**src/rtl/dmem_arbiter.sv**
```systemverilog
// Two-port arbiter/sequencer for the shared data-memory window; range-checks, applies wait states, acks once.
// Optional build macro DMEM_ARB_FIXED_PRIO_EN: port 0 always wins ties (no round-robin pointer).
module dmem_arbiter #(
  parameter logic [31:0] BASE        = 32'h24A,
  parameter logic [31:0] LIMIT       = 32'h1249,
  parameter int unsigned WAIT_CYCLES = 1
) (
  input  logic        clk,
  input  logic        rst,
  input  logic        req0,
  input  logic        we0,
  input  logic [31:0] addr0,
  input  logic [31:0] wdata0,
  output logic        ack0,
  input  logic        req1,
  input  logic        we1,
  input  logic [31:0] addr1,
  input  logic [31:0] wdata1,
  output logic        ack1,
  output logic [31:0] rdata,
  output logic        err,
  output logic        mem_cs,
  output logic        mem_we,
  output logic [31:0] mem_addr,
  output logic [31:0] mem_wdata,
  input  logic [31:0] mem_rdata
);

  typedef enum logic [1:0] {IDLE, ACCESS, RESP} state_t;

  state_t      state, state_nx;
  logic [3:0]  cnt;
  logic        port_l, we_l, err_q;
  logic [31:0] addr_l, wdata_l, rdata_q;
  logic        pick, any_req, in_range;
  logic [31:0] sel_addr;

`ifdef DMEM_ARB_FIXED_PRIO_EN
  always_comb pick = ~req0;
`else
  logic last;  // port granted most recently; the other one wins a tie
  always_comb pick = (req0 && req1) ? ~last : req1;
`endif

  always_comb begin
    any_req  = req0 | req1;
    sel_addr = pick ? addr1 : addr0;
    in_range = (sel_addr >= BASE) && (sel_addr <= LIMIT);
  end

  always_ff @(posedge clk) begin
    if (rst) state <= IDLE;
    else     state <= state_nx;
  end

  always_comb begin
    state_nx  = state;
    ack0      = 1'b0;
    ack1      = 1'b0;
    rdata     = '0;
    err       = 1'b0;
    mem_cs    = 1'b0;
    mem_we    = 1'b0;
    mem_addr  = '0;
    mem_wdata = '0;
    case (state)
      IDLE:
        if (any_req) state_nx = in_range ? ACCESS : RESP;
      ACCESS: begin
        mem_cs    = 1'b1;
        mem_addr  = addr_l - BASE;
        mem_wdata = wdata_l;
        if (cnt == 4'd0) begin
          mem_we   = we_l;
          state_nx = RESP;
        end
      end
      RESP: begin
        ack0     = ~port_l;
        ack1     = port_l;
        rdata    = rdata_q;
        err      = err_q;
        state_nx = IDLE;
      end
      default: state_nx = IDLE;
    endcase
  end

  always_ff @(posedge clk) begin
    if (rst) begin
      cnt     <= '0;
      port_l  <= 1'b0;
      we_l    <= 1'b0;
      addr_l  <= '0;
      wdata_l <= '0;
      rdata_q <= '0;
      err_q   <= 1'b0;
`ifndef DMEM_ARB_FIXED_PRIO_EN
      last    <= 1'b1;
`endif
    end else begin
      case (state)
        IDLE:
          if (any_req) begin
            port_l  <= pick;
            we_l    <= pick ? we1 : we0;
            addr_l  <= sel_addr;
            wdata_l <= pick ? wdata1 : wdata0;
            rdata_q <= '0;
            err_q   <= ~in_range;
            cnt     <= 4'(WAIT_CYCLES);
          end
        ACCESS:
          if (cnt == 4'd0) rdata_q <= we_l ? '0 : mem_rdata;
          else             cnt     <= cnt - 4'd1;
        RESP: begin
`ifndef DMEM_ARB_FIXED_PRIO_EN
          last <= port_l;
`endif
        end
        default: ;
      endcase
    end
  end

endmodule
```
**config.mk**
```make
export PLATFORM = sky130hd
export DESIGN_NAME = dmem_arbiter
export DESIGN_NICKNAME = d
export VERILOG_FILES = /design/src/rtl/dmem_arbiter.sv
export SDC_FILE = /design/constraint.sdc
export NUM_CORES = 1
export LEC_CHECK = 0
export ABC_AREA = 1
export BUFFER_PORTS_ARGS = -buffer_cell sky130_fd_sc_hd__buf_2
export CAP_MARGIN = 15
export CORE_UTILIZATION = 49
export CTS_BUF_LIST = sky130_fd_sc_hd__clkbuf_2 sky130_fd_sc_hd__clkbuf_4 sky130_fd_sc_hd__clkbuf_8
export DETAILED_ROUTE_END_ITERATION = 6
export PLACE_DENSITY = 0.94
export SYNTH_ARGS = -nofsm -noshare
export SYNTH_HDL_FRONTEND = slang
export SYNTH_SLANG_ARGS = --single-unit
```
**constraint.sdc**
```tcl
create_clock -name clk -period 2.1 [get_ports clk]
set_clock_uncertainty 0.1 [all_clocks]
set_input_delay 0.315 -clock clk [delete_from_list [all_inputs] [get_ports clk]]
set_output_delay 0.315 -clock clk [all_outputs]
set_load 0.01 [all_outputs]
```
==> results.cfg, run 1 <==
[detailed_routing]
vias = 7013
postRouteAntennaNets = 0
drtPass1Iterations = 6
viasPerCell = 5.31
first_iter_violations = 603
routed_wl_um = 19200
drc = 0
wl_per_cell_um = 14.5

[outcome]
status = finished, violations left
failed_checks = setup timing

[sta]
finalWorstSetupSlack_ns = -0.438
rsz0062_at_grt = yes
fin_crit_sh_pct = 121
drv_slew = 0
finalSetupTns_ns = -6.16
fmax_ghz = 0.394
slew_headroom_pct = 51.6
finalSetupViolCount = 26
max_slew.worst_pin.slew_ns = 0.719
hold_viol_final = 0
period_needed_ns = 2.54

[placement]
placed_cells = 1290
numPortBuffers = 266
place_hpwl_um = 12900
gp_congestion = 0.918

[clocking]
ctsHtreeMaxLevel = 3
clk-insertion-delay-late_ns = 0.38
root_buffer = clkbuf_8
clk_path_buf_depth = 2
cts_hold_buf = 0
clock_sinks = 106
cts_inserted_buffers = 9
cts_tree = done
cts.clk_slew.worst_paths_ns = 0.11

[yosys]
synth_edf_count = 0
syn_area_mm2 = 0.00572
ys.flop_type = dfxtp_1
syn_area_per_cell_um2 = 6.43
yosysSeqAreaShare_pct = 37.1
synth_warnings = 0
yosysTopAreaCellShare_pct = 37.1
yosys-top-cells-area = dfxtp_1 (37%), nor2_1 (11%), inv_1 (9.2%), o21ai_0 (8.7%), nand2_1 (8.5%)
synth_cell_type_count = 36
synthArstFlopShare_pct = 0
syn_inst = 890
ys_seq_elements = 106
synth.net_count = 1059
yosysTopAreaCell = dfxtp_1

[grt]
grt_pass1_vias = 6109
grt_max_degree = 50
antenna_found_initial = 1
grt_usage_pct = 29.5
gr-total-overflow = 0
grt_pass1_wl_um = 27800

[setup_path]
critPathLaunchType = register
r2r-end = err_q
path_cells = nor2_4 > o21ai_4 > nand2_2 > nand2_2 > nand2_4 > nand2_4 > inv_4 > nand4_1 > nor2_1 > nor2_1 > nor3_1 > buf_2
cp_data_required_time_ns = 1.68
cp_max_fo = 4
cp-endpoint = mem_addr[23]
worst_r2r_path_depth = 14
r2r_start = last
regToRegSetupSlack_ns = 0.10
slowest_stage = dfxtp_1
critPathCaptureType = primary output
cp.arrival_ns = 2.12
cp_top_family = simple AND/OR/NAND/NOR gates
critPathMaxStageDelay_ns = 0.36
crit_buf_inv = 2
crit_cells = 12
cp-startpoint = addr_l[5]
critPathKind = register to primary output

[layout]
stdcell_count = 1320
drive_above_1_share_pct = 35.1
final_nets = 1340
fill_cells = 901
area_growth_pct = 39.2
utilization_pct = 69.8

[die]
core-area_mm2 = 0.0114
ios = 267
die_x_um = 110
start_util_pct = 50.1
die_area_mm2 = 0.0121
die_h_um = 110
rows = 39

[worst_hold_path]
hp-class = input port to register

[pwr]
p_leak_nw = 3.89
power_density_mw_per_mm2 = 622
ir_drop_v = 0.000435
power_w = 0.00495

[run]
maxCapViolCount = 0
[stage by stage]
step	worst slack [ns]	hold slack [ns]	instance area (µm²)
floorplan	0.0924	0.293	5720
global placement	-0.00174	0.352	7340
detailed placement	-0.0686	0.360	7340
CTS	-0.346	0.0369	7810
global route	-0.476	0.0569	7970
finish	-0.438	0.0522	7970
[registers in the layout (all words and copies together), names as in the netlist]
name     count
addr_l      32
err_q        1
last         1
cnt          4
wdata_l     32
we_l         1
rdata_q     32
state        2
port_l       1
[how the worst min path moves through the flow]
stage / slack (ns) / from / endpoint / cells after the start
floorplan: 0.29 / rst / cnt[1] / 1
global placement: 0.35 / rdata_q[30] / rdata_q[30] / 2
detailed placement: 0.36 / rdata_q[29] / rdata_q[29] / 2
CTS: 0.04 / mem_rdata[1] / rdata_q[1] / 3
global route: 0.06 / mem_rdata[1] / rdata_q[1] / 3
finish: 0.05 / mem_rdata[1] / rdata_q[1] / 3
[synth_stat cells (all sizes together) (8+ instances only)]
| cell | number |
|---|---|
| nand4 | 8 |
| o22ai | 45 |
| dfxtp | 106 |
| buf | 21 |
| a21oi | 27 |
| nand3 | 49 |
| nand2 | 141 |
| o21ai | 116 |
| clkbuf | 24 |
| nor2 | 176 |
| nor3 | 10 |
| inv | 143 |
[report_power, final]
| group | total [W] | leakage (nW) | internal (W) | switching [W] |
|---|---|---|---|---|
| clock | 0.00148 | 0.115 | 0.000720 | 0.000759 |
| combinational | 0.00125 | 2.91 | 0.000514 | 0.000735 |
| sequential | 0.00223 | 0.871 | 0.00214 | 0.0000843 |
| total | 0.00495 | 3.89 | 0.00337 | 0.00158 |
[cells by family (layout without fill, tap and decap cells)]
kind of cell	after synthesis	count (layout)	synth area share [%]
xor+xnor	3	3	0.459
flops	106	106	37.1
simple gates	390	390	29.0
other cells	0	1	0
fa+ha+maj	3	3	0.656
compound gates	198	198	19.1
buf+inv	190	476	13.6
[per-layer routing]
metal	part of all wire, %	vias to the layer above	GRT usage, %
li1	-	3404	-
met1	40	3156	34.9
met2	49	389	50.3
met3	7.6	64	6.17
met4	3.9	0	15.4
met5	0	-	0
[worst min-delay path: stages]
cell	delay, ns
buf_2	0.08
nand3_1	0.06
o21ai_0	0.06
[cell usage in the layout, fill, tap and decap left out, types with 11 or more instances in the layout]
| cell type | count |
|---|---|
| nand3_1 | 44 |
| nand2_2 | 12 |
| dfxtp_1 | 103 |
| nand2_1 | 119 |
| inv_1 | 135 |
| nor2_2 | 11 |
| buf_4 | 36 |
| buf_2 | 266 |
| a21oi_1 | 20 |
| o21ai_1 | 15 |
| o21ai_0 | 90 |
| o22ai_1 | 45 |
| nor2_1 | 156 |
[final cells by class]
class	count	area, µm²	share of cell area, %
inverter	145	549	6.89
multi-input combinational	594	3070	38.5
antenna	1	2.50	0.0314
clock buffer	10	138	1.73
tap	143	179	2.25
clock inverter	6	96.3	1.21
sequential	106	2130	26.7
timing repair buffer	315	1810	22.7
[repair_timing]
| action | in CTS | in global routing |
|---|---|---|
| setup buffers | 10 | 3 |
| pin swaps | 13 | 9 |
| hold endpoints to repair | 0 | 0 |
| endpoints found under the setup margin | 42 | 43 |
| resized for setup | 50 | 42 |
No activity file was read; power rests on OpenSTA's default activity.
==> run 2, diff against run 1 <==
- GPL_TIMING_DRIVEN: not set -> 0
==> results.cfg, run 2 (synthesis results as in run 1) <==
[outcome]
status = finished, violations left
failed_checks = setup timing

[sta]
max_slew.worst_pin.slew_ns = 0.584
rsz0062_at_grt = yes
finalWorstSetupSlack_ns = -0.440
fin_crit_sh_pct = 121
drv_slew = 0
finalSetupViolCount = 27
period_needed_ns = 2.54
slew_headroom_pct = 61.1
fmax_ghz = 0.394
finalSetupTns_ns = -8.22
hold_viol_final = 0

[clocking]
cts.clk_slew.worst_paths_ns = 0.10
cts_tree = done
clock_sinks = 106
cts_inserted_buffers = 9
clk-insertion-delay-late_ns = 0.36
ctsHtreeMaxLevel = 3
root_buffer = clkbuf_8
clk_path_buf_depth = 2

[layout]
mostFrequentLayoutCells = buf_2 (273), nor2_1 (152), inv_1 (135), nand2_1 (111), dfxtp_1 (97)
drive_above_1_share_pct = 36.6
layout_commonest_cell = buf_2
utilization_pct = 70.4
antenna_cells = 0
area_growth_pct = 40.5
final_nets = 1368
reg_top3 = addr_l: 32 flops, rdata_q: 32 flops, wdata_l: 32 flops

[worst_hold_path]
hold_path_depth = 3
hp-class = input port to register
hp-start = mem_rdata[0]
worst_hold_path.endpoint = rdata_q[0]

[placement]
gp_congestion = 0.913
place_hpwl_um = 14000
numPortBuffers = 265

[pwr]
ir_drop_v = 0.000315
p_leak_nw = 3.92
power_w = 0.00481
power_density_mw_per_mm2 = 598

[setup_path]
worst_r2r_path_depth = 14
critPathCaptureType = primary output
cp_data_required_time_ns = 1.68
critPathLaunchType = register
regToRegSetupSlack_ns = 0.09
cp_max_fo = 3
cp.arrival_ns = 2.13
critPathKind = register to primary output
r2r_start = last
r2r-end = err_q

[die]
core-area_mm2 = 0.0114
start_util_pct = 50.1
die_area_mm2 = 0.0121
die_h_um = 110
ios = 267
die_x_um = 110
rows = 39

[detailed_routing]
viasPerCell = 5.31
drtPass1Iterations = 6
wl_per_cell_um = 14.9
first_iter_violations = 609
vias = 7153
routed_wl_um = 20000
postRouteAntennaNets = 0
drc = 0

[grt]
grt_usage_pct = 30.8
gr-total-overflow = 0
grt_pass1_vias = 6264
grt_pass1_wl_um = 29100
grt_max_degree = 18
antenna_found_initial = 0

[run]
maxCapViolCount = 0
==> run 2: cell types whose count changed in the layout (fill, tap and decap cells not counted), sizes merged <==
cell      change
buf           +2
bufinv        -1
clkbuf       +26
clkinv        +1
clkinvlp      +2
diode         -1
inv           -2
==> run 2: worst max-delay path by stage <==
stage               startpoint            to  cells after the start
detailed placement   addr_l[1]  mem_addr[29]                     14
global placement     addr_l[1]  mem_addr[29]                     14
global route         addr_l[1]  mem_addr[22]                     13
CTS                  addr_l[2]  mem_addr[23]                     13
floorplan            addr_l[1]  mem_addr[23]                     11
finish               addr_l[1]  mem_addr[28]                     10
==> run 2: per-stage QoR <==
stage / setup WS [ns] / std cells / instance area [µm²] / hold WS [ns]
2_1_floorplan: 0.0924 / 890 / 5720 / 0.293
3_3_place_gp: -0.209 / 1298 / 7230 / 0.342
3_5_place_dp: -0.219 / 1298 / 7230 / 0.342
4_1_cts: -0.296 / 1332 / 7790 / 0.0560
5_1_grt: -0.524 / 1347 / 8040 / 0.0602
6_report: -0.440 / 1347 / 8040 / 0.0656
==> run 2: what timing repair did <==
action | in CTS | in global routing
cloned | 0 | 1
buffers inserted | 20 | 16
endpoints found under the setup margin | 94 | 113
gates resized for setup | 84 | 60
hold buffers | 0 | 0
pin swaps | 23 | 18
hold endpoints to repair | 0 | 0
==> run 2: routing by layer <==
metal	vias to the layer above	routed length [µm]	global-route usage, %
met4	0	553	13.0
met5	-	0	0
met1	3231	8190	37.7
met3	64	1540	5.11
li1	3455	-	-
met2	403	9760	53.3
==> run 2: area by class of cell <==
class | count | area (µm²)
flip-flops and latches | 106 | 2140
multi-input cells | 594 | 3080
clock buffers | 10 | 138
fillers | 930 | 3380
plain buffers | 44 | 280
well taps | 143 | 179
clock inverters | 6 | 63.8
inverters | 145 | 562
repair buffers | 299 | 1600
==> run 2: worst max-delay path: stages, from the launching register on <==
cell	delay (ns)
dfxtp_4	0.38
o21ai_4	0.17
nand2_2	0.11
nand3_2	0.11
nand4_1	0.18
nor2_2	0.17
nand3_2	0.12
nor2_2	0.13
nor2_1	0.05
nor2_1	0.18
buf_2	0.16
==> run 2: power by group <==
group | total (W) | switching (W) | internal [W]
logic | 0.00126 | 0.000762 | 0.000502
clock network | 0.00131 | 0.000726 | 0.000585
registers | 0.00223 | 0.0000880 | 0.00214
==> run 3, diff against run 2 <==
- CORE_UTILIZATION: 49 -> 35
- PLACE_DENSITY: 0.94 -> 0.74
- clock period: 2.1 -> 3.14 ns (I/O delays scaled with it)
==> results.cfg, run 3 (synthesis results as in run 1) <==
[outcome]
status = complete, no violations

[clocking]
clk_path_buf_depth = 2
cts_tree = done
cts_repair_resize_count = 0
cts_inserted_buffers = 9
ctsHtreeMaxLevel = 3
cts.clk_slew.worst_paths_ns = 0.10
cts_hold_buf = 0
cts_setup_buffers = 0
root_buffer = clkbuf_8
clock_sinks = 106
clk-insertion-delay-late_ns = 0.37

[setup_path]
cp_data_required_time_ns = 2.57
critPathLaunchType = register
critPathKind = register to primary output
cp_max_fo = 4
critPathCaptureType = primary output
cp.arrival_ns = 2.31

[die]
die_h_um = 130
start_util_pct = 35.9
die_x_um = 130
die_area_mm2 = 0.0169
core-area_mm2 = 0.0159
rows = 46
ios = 267

[pwr]
p_leak_nw = 3.65
power_density_mw_per_mm2 = 392
ir_drop_v = 0.000174

[sta]
rsz0062_at_grt = no
finalWorstSetupSlack_ns = 0.259
slew_headroom_pct = 52.7
fmax_ghz = 0.347
hold_viol_final = 0
drv_slew = 0
max_slew.worst_pin.slew_ns = 0.710
finalSetupViolCount = 0
finalSetupTns_ns = 0
fin_crit_sh_pct = 91.7
period_needed_ns = 2.88

[detailed_routing]
wl_per_cell_um = 13.7
vias = 6608
drc = 0
viasPerCell = 4.77
drtPass1Iterations = 5
postRouteAntennaNets = 0
routed_wl_um = 19000
first_iter_violations = 313

[layout]
fill_cells = 1641
mostFrequentLayoutCells = buf_2 (274), nor2_1 (171), inv_1 (140), nand2_1 (127), dfxtp_1 (106)
drive_above_1_share_pct = 27.7
final_nets = 1335
antenna_cells = 0
layout_commonest_cell = buf_2
area_growth_pct = 31.1
reg_top3 = addr_l: 32 flops, rdata_q: 32 flops, wdata_l: 32 flops
utilization_pct = 47.1

[placement]
place_ws_ns = 0.598
numPortBuffers = 265
place_hpwl_um = 14900
gp_congestion = 0.869

[grt]
grt_pass1_vias = 5870
grt_max_degree = 17
antenna_found_initial = 0
gr-total-overflow = 0
grt_usage_pct = 22.1
grt_pass1_wl_um = 28800

[worst_hold_path]
hp-class = input port to register

[run]
maxCapViolCount = 0
run 3: changes by cell type in the layout (fill, tap and decap cells not counted), moves of 12 or more:
| cell | before | now |
|---|---|---|
| buf_4 | 28 | 1 |
| nor2_1 | 152 | 171 |
| nand2_1 | 111 | 127 |
| nor2_2 | 18 | 4 |
| o21ai_0 | 86 | 100 |
| nand2_2 | 19 | 7 |
run 3: area by class of cell:
class                      count  area (µm²)  area share (%)
tap                          216         270            3.60
clock buffer                  10         138            1.83
sequential                   106        2120            28.3
inverter                     145         544            7.25
buffer                        45         235            3.14
clock inverter                 4        28.8           0.384
multi-input combinational    594        2840            37.8
timing repair buffer         265        1330            17.7
run 3: power breakdown:
group	internal (W)	switching [W]	leakage, nW
registers	0.00143	0.0000469	0.870
logic	0.000249	0.000423	2.70
clock network	0.000304	0.000489	0.0806
run 3: critical path, cell delays in order (launching register included):
cell and delay (ns):
dfxtp_1 0.34, o21ai_1 0.26, nand2_1 0.11, nand3_1 0.13
nand4_1 0.14, nor2_1 0.24, nand3_1 0.16, nor2_1 0.16
nor2_1 0.06, nor2_1 0.19, buf_2 0.18
run 3: metal layers:
metal,share of wire [%],global-route usage (%),vias to the layer above
li1,-,-,3386
met2,48,39.3,257
met3,6.3,3.24,21
met5,0,0,-
met1,44,27.3,2944
met4,1.6,7.32,0
run 3: stage by stage:
step / area (µm²) / total power, W / hold WS [ns] / cells
floorplan: 5720 / 0.00193 / 0.326 / 890
global placement: 7320 / 0.00216 / 0.343 / 1371
detailed placement: 7320 / 0.00217 / 0.350 / 1371
CTS: 7490 / 0.00296 / 0.197 / 1385
global route: 7500 / 0.00311 / 0.215 / 1385
finish: 7500 / 0.00294 / 0.216 / 1385
run 3: path summary, 6_finish.rpt:
path / endpoint / depth (start not counted) / start / slack [ns]
setup / recovery: mem_addr[28] / 10 / addr_l[1] / 0.26
setup reg to reg: wdata_l[20] / 7 / state[1] / 0.98
hold / removal: rdata_q[18] / 3 / mem_rdata[18] / 0.22
hold reg to reg: err_q / 2 / err_q / 0.36
